**src/rtl/branch_resolve_unit_if.sv**
```systemverilog
// Handshake and datapath bundle between the EX stage, the compare unit,
// the branch resolve unit and the fetch stage.
interface branch_resolve_unit_if #(
    parameter int CNT_W = 16
);
    // EX-side instruction slot
    logic             ex_valid;
    logic             ex_ready;
    logic [2:0]       ex_br_type;
    logic [31:0]      ex_pc;
    logic [15:0]      ex_imm;
    logic [31:0]      ex_rs_val;
    // Compare-unit flags and operand sign bits
    logic             cmp_eq;
    logic             cmp_lt_u;
    logic             a_msb;
    logic             b_msb;
    // Redirect channel to fetch
    logic             redirect_valid;
    logic             redirect_ready;
    logic [31:0]      redirect_pc;
    logic             flush;
    // Statistics
    logic [CNT_W-1:0] taken_cnt;

    // Pipeline side: drives the EX slot and fetch readiness, observes results
    modport master (
        output ex_valid, ex_br_type, ex_pc, ex_imm, ex_rs_val,
        output cmp_eq, cmp_lt_u, a_msb, b_msb,
        output redirect_ready,
        input  ex_ready, redirect_valid, redirect_pc, flush, taken_cnt
    );

    // Branch resolve unit side
    modport slave (
        input  ex_valid, ex_br_type, ex_pc, ex_imm, ex_rs_val,
        input  cmp_eq, cmp_lt_u, a_msb, b_msb,
        input  redirect_ready,
        output ex_ready, redirect_valid, redirect_pc, flush, taken_cnt
    );
endinterface

```
**src/rtl/branch_resolve_unit.sv**
```systemverilog
// EX-stage branch resolution: decides taken/not-taken from compare flags,
// computes the target, and holds a registered redirect + one-cycle flush
// toward fetch until it is accepted. Also counts taken branches (saturating).
module branch_resolve_unit #(
    parameter int          CNT_W    = 16,
    parameter logic [31:0] RESET_PC = 32'h0000_0000
) (
    input  logic                 clk,
    input  logic                 rst,
    branch_resolve_unit_if.slave brif
);

    localparam logic [2:0] BR_NONE = 3'd0;
    localparam logic [2:0] BR_BEQ  = 3'd1;
    localparam logic [2:0] BR_BNE  = 3'd2;
    localparam logic [2:0] BR_BLEZ = 3'd3;
    localparam logic [2:0] BR_BGTZ = 3'd4;
    localparam logic [2:0] BR_BLTZ = 3'd5;
    localparam logic [2:0] BR_BGEZ = 3'd6;
    localparam logic [2:0] BR_JR   = 3'd7;

    typedef enum logic {
        IDLE = 1'b0,
        HOLD = 1'b1
    } state_t;

    state_t           state_q;
    logic             redirect_valid_q;
    logic [31:0]      redirect_pc_q;
    logic             flush_q;
    logic [CNT_W-1:0] taken_cnt_q;
    logic [CNT_W-1:0] taken_cnt_d;

    logic             lt_s;
    logic             taken;
    logic [31:0]      offset;
    logic [31:0]      target;
    logic             ex_ready;
    logic             accept;
    logic             take;

    // While HOLD is blocked by fetch, EX is stalled so its inputs are ignored.
    assign ex_ready = (state_q == IDLE) | brif.redirect_ready;
    assign accept   = brif.ex_valid & ex_ready;
    assign take     = accept & taken;

    // Branch condition and target resolution for the instruction in EX
    always_comb begin
        lt_s   = (brif.a_msb ^ brif.b_msb) ? brif.a_msb : brif.cmp_lt_u;
        taken  = 1'b0;
        offset = {{14{brif.ex_imm[15]}}, brif.ex_imm, 2'b00};
        target = brif.ex_pc + 32'd4 + offset;
        case (brif.ex_br_type)
            BR_NONE: taken = 1'b0;
            BR_BEQ:  taken = brif.cmp_eq;
            BR_BNE:  taken = ~brif.cmp_eq;
            BR_BLEZ: taken = lt_s | brif.cmp_eq;
            BR_BGTZ: taken = ~(lt_s | brif.cmp_eq);
            BR_BLTZ: taken = lt_s;
            BR_BGEZ: taken = ~lt_s;
            BR_JR: begin
                taken  = 1'b1;
                target = brif.ex_rs_val;
            end
            default: taken = 1'b0;
        endcase
    end

    // Saturating taken counter: sticks at all-ones instead of wrapping
    always_comb begin
        taken_cnt_d = taken_cnt_q;
        if (take && (taken_cnt_q != {CNT_W{1'b1}})) begin
            taken_cnt_d = taken_cnt_q + {{(CNT_W-1){1'b0}}, 1'b1};
        end
    end

    // Redirect FSM with registered redirect_valid/redirect_pc/flush outputs
    always_ff @(posedge clk or posedge rst) begin
        if (rst) begin
            state_q          <= IDLE;
            redirect_valid_q <= 1'b0;
            redirect_pc_q    <= RESET_PC;
            flush_q          <= 1'b0;
        end else begin
            flush_q <= 1'b0;
            case (state_q)
                IDLE: begin
                    if (take) begin
                        state_q          <= HOLD;
                        redirect_valid_q <= 1'b1;
                        redirect_pc_q    <= target;
                        flush_q          <= 1'b1;
                    end
                end
                HOLD: begin
                    if (brif.redirect_ready) begin
                        if (take) begin
                            // Handshake completes and a new redirect replaces it
                            redirect_pc_q <= target;
                            flush_q       <= 1'b1;
                        end else begin
                            state_q          <= IDLE;
                            redirect_valid_q <= 1'b0;
                        end
                    end
                end
                default: begin
                    state_q          <= IDLE;
                    redirect_valid_q <= 1'b0;
                end
            endcase
        end
    end

    // Statistics counter register
    always_ff @(posedge clk or posedge rst) begin
        if (rst) begin
            taken_cnt_q <= '0;
        end else begin
            taken_cnt_q <= taken_cnt_d;
        end
    end

    assign brif.ex_ready       = ex_ready;
    assign brif.redirect_valid = redirect_valid_q;
    assign brif.redirect_pc    = redirect_pc_q;
    assign brif.flush          = flush_q;
    assign brif.taken_cnt      = taken_cnt_q;

endmodule
```
**src/flat_wrapper.sv**
```systemverilog
// flat-port wrapper written by rule: the top's interface ports become plain ports
module branch_resolve_unit_flat 
#(
    parameter int          CNT_W    = 16,
    parameter logic [31:0] RESET_PC = 32'h0000_0000
)
  (clk, rst, brif_ex_valid, brif_ex_br_type, brif_ex_pc, brif_ex_imm, brif_ex_rs_val, brif_cmp_eq, brif_cmp_lt_u, brif_a_msb, brif_b_msb, brif_redirect_ready, brif_ex_ready, brif_redirect_valid, brif_redirect_pc, brif_flush, brif_taken_cnt);
  branch_resolve_unit_if #(.CNT_W(CNT_W)) brif_i ();
  input  logic clk;
  input  logic rst;
  input wire logic [$bits(brif_i.ex_valid)-1:0] brif_ex_valid;
  input wire logic [$bits(brif_i.ex_br_type)-1:0] brif_ex_br_type;
  input wire logic [$bits(brif_i.ex_pc)-1:0] brif_ex_pc;
  input wire logic [$bits(brif_i.ex_imm)-1:0] brif_ex_imm;
  input wire logic [$bits(brif_i.ex_rs_val)-1:0] brif_ex_rs_val;
  input wire logic [$bits(brif_i.cmp_eq)-1:0] brif_cmp_eq;
  input wire logic [$bits(brif_i.cmp_lt_u)-1:0] brif_cmp_lt_u;
  input wire logic [$bits(brif_i.a_msb)-1:0] brif_a_msb;
  input wire logic [$bits(brif_i.b_msb)-1:0] brif_b_msb;
  input wire logic [$bits(brif_i.redirect_ready)-1:0] brif_redirect_ready;
  output wire logic [$bits(brif_i.ex_ready)-1:0] brif_ex_ready;
  output wire logic [$bits(brif_i.redirect_valid)-1:0] brif_redirect_valid;
  output wire logic [$bits(brif_i.redirect_pc)-1:0] brif_redirect_pc;
  output wire logic [$bits(brif_i.flush)-1:0] brif_flush;
  output wire logic [$bits(brif_i.taken_cnt)-1:0] brif_taken_cnt;
  assign brif_i.ex_valid = brif_ex_valid;
  assign brif_i.ex_br_type = brif_ex_br_type;
  assign brif_i.ex_pc = brif_ex_pc;
  assign brif_i.ex_imm = brif_ex_imm;
  assign brif_i.ex_rs_val = brif_ex_rs_val;
  assign brif_i.cmp_eq = brif_cmp_eq;
  assign brif_i.cmp_lt_u = brif_cmp_lt_u;
  assign brif_i.a_msb = brif_a_msb;
  assign brif_i.b_msb = brif_b_msb;
  assign brif_i.redirect_ready = brif_redirect_ready;
  assign brif_ex_ready = brif_i.ex_ready;
  assign brif_redirect_valid = brif_i.redirect_valid;
  assign brif_redirect_pc = brif_i.redirect_pc;
  assign brif_flush = brif_i.flush;
  assign brif_taken_cnt = brif_i.taken_cnt;
  branch_resolve_unit #(.CNT_W(CNT_W), .RESET_PC(RESET_PC)) u_core (.clk(clk), .rst(rst), .brif(brif_i));
endmodule
```
**config.mk**
```make
export PLATFORM = sky130hd
export DESIGN_NAME = branch_resolve_unit_flat
export DESIGN_NICKNAME = d
export VERILOG_FILES = /design/src/rtl/branch_resolve_unit_if.sv /design/src/rtl/branch_resolve_unit.sv /design/src/flat_wrapper.sv
export SDC_FILE = /design/constraint.sdc
export NUM_CORES = 1
export LEC_CHECK = 0
export ABC_AREA = 1
export BUFFER_PORTS_ARGS = -buffer_cell sky130_fd_sc_hd__buf_2
export CAP_MARGIN = 20
export CORE_ASPECT_RATIO = 1.4
export CORE_MARGIN = 4
export CORE_UTILIZATION = 49
export DETAILED_ROUTE_END_ITERATION = 8
export PLACE_DENSITY = 0.8
export SYNTH_ARGS = -nofsm -noshare
export SYNTH_HDL_FRONTEND = slang
export SYNTH_SLANG_ARGS = --single-unit
```
**constraint.sdc**
```tcl
create_clock -name clk -period 1.7 [get_ports clk]
set_clock_uncertainty 0.1 [all_clocks]
set_input_delay 0.34 -clock clk [delete_from_list [all_inputs] [get_ports clk]]
set_output_delay 0.34 -clock clk [all_outputs]
set_load 0.02 [all_outputs]
```
# ---- Word-level counts from Yosys, hierarchy flattened
# Cells that the tools add are included.
dict set report totals {
  in_bits 91
  elab_cells 46
  output_inout_bits 51
  reg_bits 51
}
dict set report op_classes {
  reduce_logical 3
  add_sub_neg 3
  n_bitwise 9
  eq_ne 11
  n_mux 15
}
# operator n
set ops {}
lappend ops {{32-bit two-way mux} 3}
lappend ops {{32-bit case mux with 2 select lines} 1}
lappend ops {{32-bit by 3-bit adder with 32-bit output, second input constant} 1}
lappend ops {{32-bit adder} 1}
lappend ops {{16-bit by 1-bit adder with 16-bit output, second input constant} 1}
lappend ops {{16-bit != test, second input constant} 1}
lappend ops {{3-bit == test, second input constant} 4}
lappend ops {{1-bit case mux with 8 select lines} 1}
lappend ops {{1-bit two-way mux} 7}
lappend ops {{3-bit by 2-bit == test with 1-bit output, second input constant} 2}
lappend ops {{1-bit case mux with 2 select lines} 3}
lappend ops {{2-bit != test, second input constant} 2}
lappend ops {{1-bit inverter} 4}
lappend ops {{3-bit by 1-bit == test with 1-bit output, second input constant} 1}
lappend ops {{3-bit zero test} 1}
lappend ops {{3-bit AND reduction} 1}
lappend ops {{1-bit bitwise AND} 2}
lappend ops {{2-bit by 1-bit != test with 1-bit output, second input constant} 1}
lappend ops {{1-bit bitwise OR} 2}
lappend ops {{1-bit logical AND} 1}
lappend ops {{1-bit XOR} 1}

# ---- Depth between registers and ports, before layout
# Gate-level depths: netlist of the first run.
dict set report logic_depth {
  ltp_word 9
  ltp_mapped 15
}

# ---- Least setup slack after synthesis of the first run
# No wires, ideal clock.
dict set report synth_path {
  path_kind {input to register}
  start {input port brif_ex_imm[1]}
  end {register u_core.redirect_pc_q[9] (netlist: u_core.brif.redirect_pc[9])}
  arrival_time_ps 2150
  path_slack_ps -668
  stages 11
  path_buffers 0
  required_ps 1481
  cell_sequence {ha_1 -> ha_1 -> fa_1 -> nand3_1 -> nand3_1 -> nand2_1 -> nand2_1 -> or2_2 -> nand3_1 -> nand3_1 -> o21a_1}
}
dict set report synth_between {
  elab_chain_len 5
}
# item line
set synth_lines {}
lappend synth_lines {{start, declared} flat_wrapper.sv:14} ;# input wire logic [$bits(brif_i.ex_imm)-1:0] brif_ex_imm;
lappend synth_lines {{32-bit adder *} branch_resolve_unit.sv:52} ;# target = brif.ex_pc + 32'd4 + offset;
lappend synth_lines {{32-bit two-way mux *} branch_resolve_unit.sv:53} ;# case (brif.ex_br_type)
lappend synth_lines {{32-bit two-way mux *} {branch_resolve_unit.sv:88, branch_resolve_unit.sv:97}}
lappend synth_lines {{32-bit two-way mux} branch_resolve_unit.sv:96} ;# if (brif.redirect_ready) begin
lappend synth_lines {{32-bit case mux with 2 select lines *} branch_resolve_unit.sv:86} ;# case (state_q)
lappend synth_lines {{end signal, assigned} branch_resolve_unit.sv:91} ;# redirect_pc_q <= target;
lappend synth_lines {{end signal, assigned} branch_resolve_unit.sv:99} ;# redirect_pc_q <= target;
lappend synth_lines {{end, declared} branch_resolve_unit.sv:29} ;# logic [31:0] redirect_pc_q;
# Every way passes the cells marked *; elsewhere a longest branch is shown, timed or not. The select of a mux whose other input is x is not followed.
# A chain may end at the register's enable or synchronous reset.

# ---- Worst setup path after layout of the first run
dict set report layout_path {
  start {input port brif_ex_pc[3]}
  end {register u_core.redirect_pc_q[9] (netlist: u_core.brif.redirect_pc[9])}
}
dict set report layout_between {
  elab_chain_len 6
}
# item line
set layout_lines {}
lappend layout_lines {{start, declared} flat_wrapper.sv:13} ;# input wire logic [$bits(brif_i.ex_pc)-1:0] brif_ex_pc;
lappend layout_lines {{32-bit by 3-bit adder with 32-bit output *} branch_resolve_unit.sv:52}
lappend layout_lines {{32-bit adder *} branch_resolve_unit.sv:52}
lappend layout_lines {{32-bit two-way mux *} branch_resolve_unit.sv:53}
lappend layout_lines {{32-bit two-way mux *} {branch_resolve_unit.sv:88, branch_resolve_unit.sv:97}}
lappend layout_lines {{32-bit two-way mux} branch_resolve_unit.sv:96}
lappend layout_lines {{32-bit case mux with 2 select lines *} branch_resolve_unit.sv:86}
# Marks and branches as above.

==> results of run 1 <==
-- routing by layer --
| layer | track usage | vias to the layer above | part of all wire |
|---|---|---|---|
| li1 | - | 3053 | - |
| met1 | 0.3125 | 2850 | 0.38 |
| met2 | 0.5021 | 244 | 0.51 |
| met3 | 0.03691 | 64 | 0.059 |
| met4 | 0.09856 | 0 | 0.045 |
| met5 | 0 | - | 0 |
-- synth_stat cells, types with 2 or more instances --
| master | instances | share of area |
|---|---|---|
| nand3b_1 | 4 | 0.0058 |
| nor3_1 | 6 | 0.0058 |
| o21ai_2 | 2 | 0.0034 |
| o21ai_0 | 24 | 0.023 |
| a21oi_1 | 31 | 0.030 |
| nand4_1 | 9 | 0.011 |
| buf_6 | 4 | 0.0087 |
| clkbuf_1 | 3 | 0.0022 |
| xnor2_1 | 6 | 0.010 |
| nor4_1 | 2 | 0.0024 |
| inv_2 | 3 | 0.0022 |
| nor2_1 | 97 | 0.070 |
| or2_2 | 10 | 0.012 |
| buf_2 | 6 | 0.0058 |
| o21a_1 | 5 | 0.0072 |
| dfrtp_1 | 51 | 0.25 |
| xor2_1 | 13 | 0.022 |
| inv_1 | 123 | 0.089 |
| o21ai_1 | 3 | 0.0029 |
| nor3_2 | 2 | 0.0039 |
| nand3_1 | 58 | 0.056 |
| ha_1 | 58 | 0.14 |
| nand2_1 | 306 | 0.22 |
-- layout make-up --
type	count	area, um^2
clock buffer	5	125.1
clock inverter	3	43.79
fill	711	2031
inverter	127	484.2
multi-input combinational	644	4659
sequential	51	1279
tap	138	172.7
timing repair buffer	227	1555
-- metrics by stage --
stage / utilization / instance area, um^2 / instances / total power [mW] / worst slack (ns)
final: 0.8038 / 8319 / 1195 / 6.668 / -0.3714
after global routing: 0.8038 / 8319 / 1195 / 7.099 / -0.4426
after CTS: 0.7609 / 7875 / 1184 / 6.367 / -0.3120
after detailed placement: 0.7018 / 7263 / 1171 / 4.953 / -0.8287
after global placement: 0.7018 / 7263 / 1171 / 4.886 / -0.8013
after floorplan: - / 5928 / 836 / 3.778 / -0.4011
-- timing repair --
| action | in CTS | in global routing |
|---|---|---|
| cloned | 0 | 2 |
| pin swaps | 35 | 36 |
| setup buffers | 4 | 9 |
| endpoints found under the setup margin | 27 | 42 |
| hold endpoints to repair | 33 | 0 |
| hold buffers | 1 | 0 |
| gates resized for setup | 92 | 82 |
-- worst max-delay path, delay by kind of cell --
kind / cells / cell delay (ns)
adder cells (fa/ha/maj): 3 / 0.74
buffers and inverters: 2 / 0.26
AO/OA/AOI/OAI: 1 / 0.11
AND/OR/NAND/NOR: 7 / 0.71
-- kinds of logic (layout without fill, tap and decap cells) --
logic type,Yosys count,after routing,share of synthesized area
fa+ha+maj,59,59,0.1438
buf+inv,141,362,0.1100
flops,51,51,0.2461
compound gates,69,69,0.07407
simple gates,497,497,0.3940
xor+xnor,19,19,0.03209
-- flip-flops by register name, indices dropped and copies added (netlist names) --
register / count
u_core.brif.taken_cnt: 16
u_core.brif.redirect_pc: 32
u_core.brif.redirect_valid: 1
u_core.state_q: 1
u_core.brif.flush: 1
-- worst paths after layout --
path,end,start,cells after the start,slack (ns)
max in group asynchronous,u_core.brif.flush$_DFF_PP0_,rst,4,0.71
worst min-delay path,u_core.brif.redirect_pc[4]$_DFFE_PP0P_,brif_ex_rs_val[4],3,0.23
worst min register to register,u_core.brif.redirect_pc[23]$_DFFE_PP0P_,u_core.brif.redirect_pc[23]$_DFFE_PP0P_,2,0.38
min in group asynchronous,u_core.brif.redirect_pc[22]$_DFFE_PP0P_,rst,4,0.54
worst max-delay path,u_core.brif.redirect_pc[9]$_DFFE_PP0P_,brif_ex_pc[3],13,-0.37
worst max register to register,u_core.brif.taken_cnt[0]$_DFFE_PP0P_,u_core.state_q$_DFF_PP0_,11,-0.02
-- power by group through the flow --
stage               Clock (mW)  Sequential, mW  Combinational (mW)
finish                    1.16            1.76                3.74
CTS                       1.18            1.75                3.44
global placement             0            1.77                3.12
detailed placement           0            1.77                3.19
global route              1.23            1.80                4.07
floorplan                    0            2.14                1.64
==> out/qor.yml, run 1 <==
cts:
  cts_buffer_depth: 2
  cts_buffers: 5
  cts_tree: "built"
  clk_latency_ns: 0.30
  cts_root_buf: "clkbuf_16"
  clkTransAtPathRegs_ns: 0.07
  htreeDepth: 2
  clock-sinks: 51
finish:
  syn_to_final_growth_pct: 60.41
  final_common_cell: "nand2_1"
  mostFrequentLayoutCells: "250 x nand2_1, 131 x buf_2, 109 x inv_1, 81 x nor2_1, 67 x buf_4"
  diodes: 0
  nets: 1206
  drive_gt1_frac: 0.4248
global_routing:
  grt_pass1_vias: 5977
  grt_overflow: 0
  antenna_found_initial: 0
  grt_pass1_wl_um: 26740
  grt_max_degree: 52
  grt_use_total: 0.2706
synthesis:
  synth_ff_type: "dfrtp_1"
  syn-num-nets: 986
  syn_area_um2: 5186
  yosysSeqAreaShare: 0.2461
  ys_seq_elements: 51
  ys_types: 33
  synthArstFlopShare: 1.000
  synth-edff-count: 0
  netlist_instances: 836
  yosysWarnings: 0
  syn_avg_cell_area_um2: 6.204
detailed_routing:
  vias: 6211
  drt-wirelength-per-cell_um: 14.85
  routed_wl_um: 17750
  drc_errors: 0
  detail_route.iter0.violations: 446
  postRouteAntennaNets: 0
  viasPerCell: 5.197
  drtPass1Iterations: 5
pwr:
  switching_share: 0.4239
  p_clk_frac: 0.174
  ir_drop_uv: 722.8
  combPwrFrac: 0.561
  p_leak_nw: 4.377
  pwr-share-seq: 0.264
  power_density_nw_per_um2: 801.5
  intPower_mw: 3.841
  switchingPower_mw: 2.827
timing:
  setup_viol: 28
  finalCritPeriodShare: 1.218
  fmax_mhz: 482.8
  hold_violations: 0
  finalSetupTns_ns: -6.239
  grt_setup_unrepaired: "yes"
  holdWs_ns: 0.2338
  slew_violations: 0
  maxSlewHeadroom: 0.7563
  fin_crit_ns: 2.071
  worstMarginPinSlew_ns: 0.3627
  finalWorstSetupSlack_ns: -0.3714
outcome:
  status: "finished, violations left"
  failed_checks: "negative setup slack"
die:
  ios: 142
  core_um2: 10350
  die_h_um: 129.7
  fp.dieW_um: 94.95
  fp-row-count: 44
  design.die.area_um2: 12320
  start_util: 0.5011
worst_hold_path:
  min_path_type: "in -> reg"
critical_path:
  crit_type: "in -> reg"
  crit_path_frequent_cell: "nand3_2"
  critPathSlowestCell: "fa_2"
  crit_fanout: 5
  crit_chain: "buf_6 -> ha_4 -> ha_4 -> fa_2 -> nand3_2 -> nand3_4 -> buf_4 -> nand2_4 -> nand2_4 -> or2_4 -> nand3_2 -> nand3_2 -> o21a_1"
  critPathLaunchType: "input pin"
  critPathCaptureType: "flop"
  required_ns: 1.79
  crit_arrival_ns: 2.16
  max_stage_delay_ns: 0.35
place:
  dp_hpwl_um: 12850
  numPortBuffers: 141
  gp_congestion: 0.9103
flow_run:
  cap_viol_max_count: 0
Power figures use the tool's default switching activity.
==> inputs of run 2 (changes only) <==
CORE_UTILIZATION = 50   (was 49)
PLACE_DENSITY = 0.79   (was 0.8)
clock period = 2.4 ns   (was 1.7 ns; I/O delays follow)
==> run 2 against run 1 <==
  * The run now ends clean
  * Via count fell by 9.3%
  * Critical path depth did not move
  * Power fell by 42%
  * Setup slack improved by 0.50 ns
  * Final area fell by 21%
  * Register-to-register slack improved by 0.56 ns
  * Largest cell class unchanged
==> out/qor.yml, run 2 (synthesized netlist as in run 1, its figures left out) <==
finish:
  largest_register_ffs: 32  # unchanged
  final_common_cell: "nand2_1"  # unchanged
  final_area_um2: 6575  # was 8319 um^2
  nets: 1165  # was 1206
  drive_gt1_frac: 0.2362  # was 0.4248
  mostFrequentLayoutCells: "301 x nand2_1, 141 x buf_2, 122 x inv_1, 92 x nor2_1, 55 x nand3_1"  # was 250 x nand2_1, 131 x buf_2, 109 x inv_1, 81 x nor2_1, 67 x buf_4
  diodes: 0  # unchanged
  utilization: 0.6570  # was 0.8038
  syn_to_final_growth_pct: 26.78  # was 60.41%
place:
  numPortBuffers: 141  # unchanged
  placed_area_um2: 6340  # was 7263 um^2
  dp_hpwl_um: 11980  # was 12850 um
  gp_congestion: 0.9092  # was 0.9103
flow_run:
  cap_viol_max_count: 0  # unchanged
pwr:
  switchingPower_mw: 1.664  # was 2.827 mW
  power_density_nw_per_um2: 590.7  # was 801.5 nW/um^2
  total_power_mw: 3.884  # was 6.668 mW
  pwr-share-seq: 0.320  # was 0.264
  p_clk_frac: 0.180  # was 0.174
  ir_drop_uv: 291.1  # was 722.8 uV
  p_leak_nw: 3.907  # was 4.377 nW
  switching_share: 0.4284  # was 0.4239
  combPwrFrac: 0.500  # was 0.561
  intPower_mw: 2.220  # was 3.841 mW
die:
  ios: 142  # unchanged
  fp.dieW_um: 94.08  # was 94.95 um
  die_h_um: 128.5  # was 129.7 um
  fp-row-count: 43  # was 44
  start_util: 0.5183  # was 0.5011
  core_um2: 10010  # was 10350 um^2
  design.die.area_um2: 12090  # was 12320 um^2
timing:
  holdWs_ns: 0.2433  # was 0.2338 ns
  grt_setup_unrepaired: "yes"  # unchanged
  finalSetupTns_ns: 0  # was -6.239 ns
  worstMarginPinSlew_ns: 0.6399  # was 0.3627 ns
  setup_viol: 0  # was 28
  slew_violations: 0  # unchanged
  fin_crit_ns: 2.270
  maxSlewHeadroom: 0.5734  # was 0.7563
  fmax_mhz: 440.4
  finalCritPeriodShare: 0.9460
  hold_violations: 0  # unchanged
detailed_routing:
  viasPerCell: 4.897  # was 5.197
  wl_met2_um: 7287  # was 9129 um
  routed_wl_um: 14300  # was 17750 um
  drc_errors: 0  # unchanged
  drtPass1Iterations: 5  # unchanged
  postRouteAntennaNets: 0  # unchanged
  detail_route.iter0.violations: 289  # was 446
  wl_met1_um: 5969  # was 6781 um
  wl_met3_um: 603  # was 1045 um
  top_layer_used: "met4"  # unchanged
  vias: 5636  # was 6211
  drt-wirelength-per-cell_um: 12.42  # was 14.85 um
critical_path:
  required_ns: 2.49  # was 1.79 ns
  critPathCaptureType: "flop"  # unchanged
  crit_type: "in -> reg"  # unchanged
  r2r-start: "u_core.brif.taken_cnt[0]$_DFFE_PP0P_"  # was u_core.state_q$_DFF_PP0_
  crit_arrival_ns: 2.36  # was 2.16 ns
  crit_fanout: 5  # unchanged
  startpoint: "brif_ex_imm[1]"  # was brif_ex_pc[3]
  critPathLaunchType: "input pin"  # unchanged
cts:
  post_cts_buffers: 0  # was 4
  cts_buffers: 5  # unchanged
  clk_latency_ns: 0.29  # was 0.30 ns
  cts_tree: "built"  # unchanged
  htreeDepth: 2  # unchanged
  cts_buffer_depth: 2  # unchanged
  hold_buffers: 0  # was 1
  clock-sinks: 51  # unchanged
  cts_root_buf: "clkbuf_16"  # unchanged
  clkTransAtPathRegs_ns: 0.07  # about the same
global_routing:
  antenna_found_initial: 0  # unchanged
  grt_pass1_vias: 5234  # was 5977
  grt_pass1_wl_um: 23520  # was 26740 um
  grt_use_total: 0.2389  # was 0.2706
  grt_max_degree: 52  # unchanged
  grt_overflow: 0  # unchanged
outcome:
  status: "finished, final reports clean"  # was finished, violations left
worst_hold_path:
  min_path_type: "in -> async"  # was in -> reg
-- run 2: worst paths after layout --
check                                                                to  slack [ns]  depth (start not counted)
worst max-delay path            u_core.brif.redirect_pc[11]$_DFFE_PP0P_        0.13                         13
worst min-delay path               u_core.brif.taken_cnt[5]$_DFFE_PP0P_        0.24                          3
worst max register to register    u_core.brif.taken_cnt[10]$_DFFE_PP0P_        0.54                          8
worst min register to register  u_core.brif.redirect_pc[29]$_DFFE_PP0P_        0.38                          2
max in group asynchronous       u_core.brif.redirect_pc[10]$_DFFE_PP0P_        1.52                          3
min in group clk                u_core.brif.redirect_pc[29]$_DFFE_PP0P_        0.38                          2
-- run 2: area by class of cell --
cell class | count | area (um^2)
well taps | 135 | 168.9
clock inverters | 2 | 12.51
repair buffers | 186 | 1069
multi-input cells | 644 | 3443
inverters | 127 | 476.7
flip-flops and latches | 51 | 1276
clock buffers | 6 | 128.9
fillers | 989 | 3432
-- run 2: worst max-delay path, cell delays in order --
cell and delay (ns):
buf_2 0.10, ha_1 0.29, ha_2 0.21, fa_2 0.35
nand3_2 0.10, nand3_4 0.09, nand2_1 0.07, nand3_1 0.14
or2_2 0.31, nand3_1 0.07, nand2_1 0.05, nand2_1 0.05
nand2_1 0.04
-- run 2: metrics by stage --
step	setup slack (ns)	instances
6_report	0.1296	1151
5_1_grt	-0.02987	1151
2_1_floorplan	0.02846	836
3_3_place_gp	-0.3170	1143
3_5_place_dp	-0.3022	1143
4_1_cts	0.1082	1151
-- run 2: power groups by stage --
| stage | Combinational [mW] | Sequential [mW] | Clock, mW |
|---|---|---|---|
| 2_1_floorplan | 0.936 | 1.51 | 0 |
| 3_3_place_gp | 1.88 | 1.25 | 0 |
| 3_5_place_dp | 1.91 | 1.26 | 0 |
| 4_1_cts | 1.92 | 1.24 | 0.707 |
| 5_1_grt | 2.17 | 1.28 | 0.738 |
| 6_report | 1.94 | 1.24 | 0.698 |
-- run 2: what timing repair did --
action | in CTS | in global routing
setup endpoints to repair | 1 | 12
pin swaps | 0 | 1
gates resized for setup | 1 | 22
-- run 2: per-layer routing --
layer | vias up | global-route usage
li1 | 2972 | -
met1 | 2493 | 0.2924
met2 | 139 | 0.4320
met3 | 32 | 0.02047
met5 | - | 0
met4 | 0 | 0.08844
